<file path="src/rtl/dense_pkg.sv">
// Shared types and helpers for the dense (fully connected) layer: FSM encoding,
// default accumulator/activation widths and the shift-then-saturate function.
package dense_pkg;

    typedef enum logic [2:0] {
        ST_IDLE = 3'd0,
        ST_LOAD = 3'd1,
        ST_MAC  = 3'd2,
        ST_BIAS = 3'd3,
        ST_EMIT = 3'd4
    } state_t;

    localparam int DENSE_ACC_BITS   = 40;
    localparam int DENSE_ACTIV_BITS = 16;

    localparam logic signed [DENSE_ACC_BITS-1:0] SAT_HI =
        {{(DENSE_ACC_BITS-DENSE_ACTIV_BITS+1){1'b0}}, {(DENSE_ACTIV_BITS-1){1'b1}}};
    localparam logic signed [DENSE_ACC_BITS-1:0] SAT_LO = ~SAT_HI;

    // Arithmetic (floor) shift followed by clamping into the signed activation range.
    function automatic logic signed [DENSE_ACTIV_BITS-1:0] sat_shift(
        input logic signed [DENSE_ACC_BITS-1:0] acc,
        input int                               shift
    );
        logic signed [DENSE_ACC_BITS-1:0] r;
        r = acc >>> shift;
        if (r > SAT_HI) begin
            return SAT_HI[DENSE_ACTIV_BITS-1:0];
        end
        if (r < SAT_LO) begin
            return SAT_LO[DENSE_ACTIV_BITS-1:0];
        end
        return r[DENSE_ACTIV_BITS-1:0];
    endfunction

endpackage

</file>
<file path="src/rtl/dense_mac.sv">
// Registered signed multiply-accumulate. The activation operand and enable are delayed
// one cycle so they meet the weight that returns one cycle after the read strobe.
module dense_mac
    import dense_pkg::*;
#(
    parameter int A_BITS   = DENSE_ACTIV_BITS,
    parameter int W_BITS   = 8,
    parameter int B_BITS   = 32,
    parameter int ACC_BITS = DENSE_ACC_BITS
) (
    input  logic                       clk,
    input  logic                       rst,
    input  logic                       clr,
    input  logic                       en,
    input  logic signed [A_BITS-1:0]   act,
    input  logic signed [W_BITS-1:0]   w,
    input  logic                       bias_en,
    input  logic signed [B_BITS-1:0]   bias,
    output logic signed [ACC_BITS-1:0] acc_biased
);

    logic                             en_d;
    logic signed [A_BITS-1:0]         act_d;
    logic signed [A_BITS+W_BITS-1:0]  prod;
    logic signed [ACC_BITS-1:0]       acc;

    assign prod       = act_d * w;
    assign acc_biased = acc + ACC_BITS'(bias);

    always_ff @(posedge clk or posedge rst) begin
        if (rst) begin
            en_d  <= 1'b0;
            act_d <= '0;
            acc   <= '0;
        end else begin
            en_d  <= en;
            act_d <= act;
            if (clr) begin
                acc <= '0;
            end else if (en_d) begin
                acc <= acc + ACC_BITS'(prod);
            end else if (bias_en) begin
                acc <= acc_biased;
            end
        end
    end

endmodule

</file>
<file path="src/rtl/dense_stream.sv">
// Flatten + dense layer: buffers one activation frame, then streams NUM_OUT saturated scores.
// Build option DENSE_RELU_EN clamps negative scores to zero (hidden-layer use).
module dense_stream
    import dense_pkg::*;
#(
    parameter int IN_LEN      = 160,
    parameter int NUM_OUT     = 12,
    parameter int ACTIV_BITS  = DENSE_ACTIV_BITS,
    parameter int WEIGHT_BITS = 8,
    parameter int BIAS_BITS   = 32,
    parameter int ACC_BITS    = DENSE_ACC_BITS,
    parameter int OUT_SHIFT   = 8,
    localparam int WA_BITS    = $clog2(IN_LEN * NUM_OUT),
    localparam int IDX_BITS   = (NUM_OUT > 1) ? $clog2(NUM_OUT) : 1
) (
    input  logic                          clk,
    input  logic                          rst,
    input  logic                          in_valid,
    output logic                          in_ready,
    input  logic signed [ACTIV_BITS-1:0]  in_data,
    input  logic                          in_last,
    output logic                          w_rd_en,
    output logic [WA_BITS-1:0]            w_addr,
    input  logic signed [WEIGHT_BITS-1:0] w_data,
    output logic [IDX_BITS-1:0]           b_addr,
    input  logic signed [BIAS_BITS-1:0]   b_data,
    output logic                          out_valid,
    input  logic                          out_ready,
    output logic signed [ACTIV_BITS-1:0]  out_data,
    output logic [IDX_BITS-1:0]           out_idx,
    output logic                          out_last,
    output logic                          busy,
    output logic                          err_len,
    output logic [2:0]                    state_dbg
);

    localparam int CNT_BITS = $clog2(IN_LEN + 1);
    localparam int IB       = (IN_LEN > 1) ? $clog2(IN_LEN) : 1;

    state_t state, state_nx;

    logic [CNT_BITS-1:0]          cnt;
    logic [CNT_BITS-1:0]          i_q;
    logic [IDX_BITS-1:0]          o_q;
    logic signed [ACTIV_BITS-1:0] act_buf [IN_LEN];
    logic signed [ACTIV_BITS-1:0] act_rd;
    logic signed [ACTIV_BITS-1:0] score;
    logic signed [ACC_BITS-1:0]   acc_biased;
    logic [WA_BITS-1:0]           w_lin;
    logic                         in_fire, out_fire, issue, last_beat, o_last, mac_done;

    // Handshakes: a beat/score transfers on a rising clk edge where valid && ready are both
    // high; a producer holding valid keeps its payload stable until that edge.
    assign in_fire   = (state == ST_LOAD) && in_valid;
    assign out_fire  = (state == ST_EMIT) && out_ready;
    assign issue     = (state == ST_MAC) && (i_q < CNT_BITS'(IN_LEN));
    assign mac_done  = (i_q == CNT_BITS'(IN_LEN));
    assign last_beat = in_last || (cnt == CNT_BITS'(IN_LEN - 1));
    assign o_last    = (o_q == IDX_BITS'(NUM_OUT - 1));

    always_ff @(posedge clk or posedge rst) begin
        if (rst) begin
            state <= ST_IDLE;
        end else begin
            state <= state_nx;
        end
    end

    always_comb begin
        state_nx = state;
        unique case (state)
            ST_IDLE: state_nx = ST_LOAD;
            ST_LOAD: if (in_fire && last_beat) state_nx = ST_MAC;
            ST_MAC:  if (mac_done) state_nx = ST_BIAS;
            ST_BIAS: state_nx = ST_EMIT;
            ST_EMIT: if (out_fire) state_nx = o_last ? ST_IDLE : ST_MAC;
            default: state_nx = ST_IDLE;
        endcase
    end

    // cnt keeps the number of beats actually received so short frames read back as zero.
    always_ff @(posedge clk or posedge rst) begin
        if (rst) begin
            cnt      <= '0;
            i_q      <= '0;
            o_q      <= '0;
            err_len  <= 1'b0;
            out_data <= '0;
        end else begin
            err_len <= 1'b0;
            unique case (state)
                ST_IDLE: begin
                    cnt <= '0;
                    i_q <= '0;
                    o_q <= '0;
                end
                ST_LOAD: begin
                    if (in_fire) begin
                        cnt     <= cnt + 1'b1;
                        err_len <= in_last ^ (cnt == CNT_BITS'(IN_LEN - 1));
                    end
                end
                ST_MAC: begin
                    i_q <= mac_done ? '0 : i_q + 1'b1;
                end
                ST_BIAS: begin
                    out_data <= score;
                end
                ST_EMIT: begin
                    if (out_fire && !o_last) begin
                        o_q <= o_q + 1'b1;
                    end
                end
                default: ;
            endcase
        end
    end

    always_ff @(posedge clk) begin
        if (in_fire) begin
            act_buf[cnt[IB-1:0]] <= in_data;
        end
    end

    assign act_rd = (i_q < cnt) ? act_buf[i_q[IB-1:0]] : '0;

    dense_mac #(
        .A_BITS   (ACTIV_BITS),
        .W_BITS   (WEIGHT_BITS),
        .B_BITS   (BIAS_BITS),
        .ACC_BITS (ACC_BITS)
    ) u_mac (
        .clk        (clk),
        .rst        (rst),
        .clr        (issue && (i_q == '0)),
        .en         (issue),
        .act        (act_rd),
        .w          (w_data),
        .bias_en    (state == ST_BIAS),
        .bias       (b_data),
        .acc_biased (acc_biased)
    );

    always_comb begin
        score = ACTIV_BITS'(sat_shift(DENSE_ACC_BITS'(acc_biased), OUT_SHIFT));
`ifdef DENSE_RELU_EN
        if (score[ACTIV_BITS-1]) begin
            score = '0;
        end
`endif
    end

    assign w_lin     = WA_BITS'(o_q) * WA_BITS'(IN_LEN) + WA_BITS'(i_q);
    assign w_addr    = issue ? w_lin : '0;
    assign w_rd_en   = issue;
    assign b_addr    = o_q;
    assign in_ready  = (state == ST_LOAD);
    assign out_valid = (state == ST_EMIT);
    assign out_idx   = o_q;
    assign out_last  = (state == ST_EMIT) && o_last;
    assign busy      = (state != ST_IDLE) && (state != ST_LOAD);
    assign state_dbg = state;

endmodule

</file>
<file path="config.mk">
export PLATFORM = sky130hd
export DESIGN_NAME = dense_stream
export DESIGN_NICKNAME = d
export VERILOG_FILES = /design/src/rtl/dense_pkg.sv /design/src/rtl/dense_mac.sv /design/src/rtl/dense_stream.sv
export SDC_FILE = /design/constraint.sdc
export NUM_CORES = 2
export LEC_CHECK = 0
export CAP_MARGIN = 20
export CORE_UTILIZATION = 65
export DETAILED_ROUTE_END_ITERATION = 12
export GPL_TIMING_DRIVEN = 0
export PLACE_DENSITY = 0.85
export REMOVE_ABC_BUFFERS = 1
export SYNTH_ARGS = -nofsm -noshare
export SYNTH_HDL_FRONTEND = slang
export SYNTH_SLANG_ARGS = --single-unit
</file>
<file path="constraint.sdc">
create_clock -name clk -period 16.4 [get_ports clk]
set_input_delay 1.64 -clock clk [delete_from_list [all_inputs] [get_ports clk]]
set_output_delay 1.64 -clock clk [all_outputs]
set_load 0.005 [all_outputs]
</file>
==> results.ini <==
[critical_path]
critPathSlowestCell = clkdlybuf4s50_1
crit_path_end_kind = register
critical_path.most_common_cell = fa_1
critPathKind = in -> reg
cp-start-kind = primary input
slowest_delay_ps = 920
worstPathCellList = clkdlybuf4s50_1 -> nand2_1 -> fa_1 -> fa_1 -> inv_1 -> fa_1 -> fa_1 -> ha_1 -> ha_1 -> nand2_1 -> nor2_1 -> nand4_1 -> a21o_1 -> a41oi_1 -> o21ai_0 -> nor2b_1 -> o41ai_1 -> xnor2_1 -> a211oi_1
worstPathRequired_ps = 17240
r2r_slack_ps = 9160
path_max_fanout = 16
timing.critical_path.arrival_ps = 9310

[placement]
place.gp.congestion = 0.918
placed_area_mm2 = 0.119
port-buffer-count = 104
dp_hpwl_mm = 189
dp.cells = 7814

[route]
vias = 64002
drcViolationCount = 0
drt.antenna.violating_nets = 0
viasPerCell = 7.69
drt_iter0_markers = 11645
firstDrtPassIters = 12
drt_wl_total_mm = 359
wl_per_cell_um = 43.2

[layout]
nFillCells = 8538
stdcell_area_mm2 = 0.128
area_growth_pct = 13.9
multi_input_area_mm2 = 0.0317
finish.utilization_pct = 74.6
final_nets = 6197
drive_gt1_share_pct = 27.5
stdcell_count = 8318
seqCellArea_mm2 = 0.0793

[clock_network]
clk_pin_slew_ps = 60
postCtsSetupBuffers = 0
clock_latency_ps = 980
htree_levels = 5
cts_sinks = 2657
root_buffer = clkbuf_16
cts-resized-gates = 0
cts_tree = yes
numCtsBuffers = 275
holdBufCountCts = 0
cts_max_path_buffers = 4

[global_routing]
grt_pass1_vias = 63405
overflow = 0
grt_max_degree = 137
antenna_found_initial = 40
grt_pass1_wl_mm = 481
grt_usage_pct = 39.8

[die]
die_w_um = 418
start_util_pct = 65.5
fp.dieH_um = 418
die_area_mm2 = 0.175
io_pins = 105
rows = 152
core-area_mm2 = 0.172

[logic_synthesis]
synth_area_leader_cell = edfxtp_1
synthDistinctLibCells = 87
ys_top_cells_by_count = edfxtp_1, mux4_2, nor2_1
ys.flop_type = edfxtp_1
synth_area_leaders = edfxtp_1, mux4_2, fa_1, dfrtp_1, ha_1
synth_warnings = 0
syn_area_per_cell_um2 = 20.6
synthCells = 5463
synth-seq-cells = 2657
yosysSeqAreaShare_pct = 70.5
synth_edf_count = 2560
synth_most_common_cell = edfxtp_1
netlist_area_mm2 = 0.112
synth_top_cell_area_share_pct = 68.4
async_flop_share_pct = 3.65

[timing]
setup_viol = 0
clock_skew_ps = 103
drv_slew = 0
rsz0062_at_grt = false
worst_slew_pin_slew_ps = 1220
min_period_ps = 8470
max_clock_freq_mhz = 118
hold_ws_ps = 497
hold_viol_final = 0
fin_crit_sh_pct = 51.7
relSlewSlack_pct = 18.4

[job]
maxCapViolCount = 0

[power]
ir_drop_mv = 0.212
finalPower_mw = 23.1
cellLeakagePower_nw = 40.9
power.density_mw_per_mm2 = 181

[hold_path]
hold_path_class = reg -> reg

[run_status]
outcome = finished, final reports clean

==> metal layers <==
metal	global-route usage, %	part of all wire, %
met3	10.6	13
met4	24.7	8.9
met1	48.5	29
met5	0	0.064
met2	64.3	48
==> cells in the final DEF, fill, tap and decap left out, drive strengths merged, types with 30 or more instances in the layout <==
cell type and count:
xnor2 55, inv 158, a211oi 116, clkinv 112, clkbuf 333, xor2 30, fa 195, nand3 39
a21oi 83, edfxtp 2560, dfrtp 97, and2 84, o21ai 71, a21o 38, ha 146, clkdlybuf4s50 88
mux4 818, nor2 306, nor3 35, mux2i 33, buf 237, nand2 139
==> kinds of logic after synthesis <==
kind of cell / synth area share [%]
buffers and inverters: 1.62
DFF: 70.5
and+or+nand+nor: 2.85
muxes: 16.7
xor gates and xnor gates: 0.706
AOI/OAI and AO/OA: 2.51
adders and majority gates: 5.10
==> final cells by class <==
type / instances / share of cell area [%]
Inverter: 154 / 0.453
Antenna cell: 19 / 0.0371
Tap cell: 2310 / 2.26
Sequential cell: 2657 / 61.9
Timing Repair Buffer: 332 / 3.96
Multi-Input combinational cell: 2375 / 24.8
Clock buffer: 326 / 5.68
Clock inverter: 145 / 0.938
==> where the power goes <==
part | leakage (nW) | internal (mW) | switching (mW)
Combinational | 12.6 | 3.83 | 5.29
Sequential | 24.2 | 7.56 | 0.171
Clock | 4.16 | 3.47 | 2.83
==> metrics by stage <==
stage | TNS [ps] | setup WS [ps]
final | 0 | 7930
after CTS | 0 | 8140
after global placement | -1746890 | -26750
after global routing | 0 | 7610
after detailed placement | 0 | 7210
after floorplan | -646730 | -10180
==> critical path, delay by kind of cell <==
family	cells	cell delay, ps
simple gates	5	1170
buf+inv	2	1390
xor+xnor	1	150
fa+ha+maj	6	3320
compound gates	5	1600
==> registers in the layout (all words and copies together) (netlist names) <==
register / cells
state_dbg: 3
i_q: 8
b_addr: 4
act_buf: 2560
err_len: 1
out_data: 16
u_mac.act_d: 16
cnt: 8
u_mac.en_d: 1
u_mac.acc: 40
==> path summary, 6_finish.rpt <==
check / end / depth (start not counted) / start
worst max-delay path: u_mac.acc[36] / 19 / w_data[2]
worst min register to register: out_data[11] / 1 / out_data[11]
worst min-delay path: out_data[11] / 1 / out_data[11]
worst max register to register: u_mac.acc[36] / 18 / u_mac.act_d[15]
max in group asynchronous: i_q[3] / 3 / rst
min in group asynchronous: out_data[7] / 2 / rst
No activity file was read; power rests on OpenSTA's default activity.
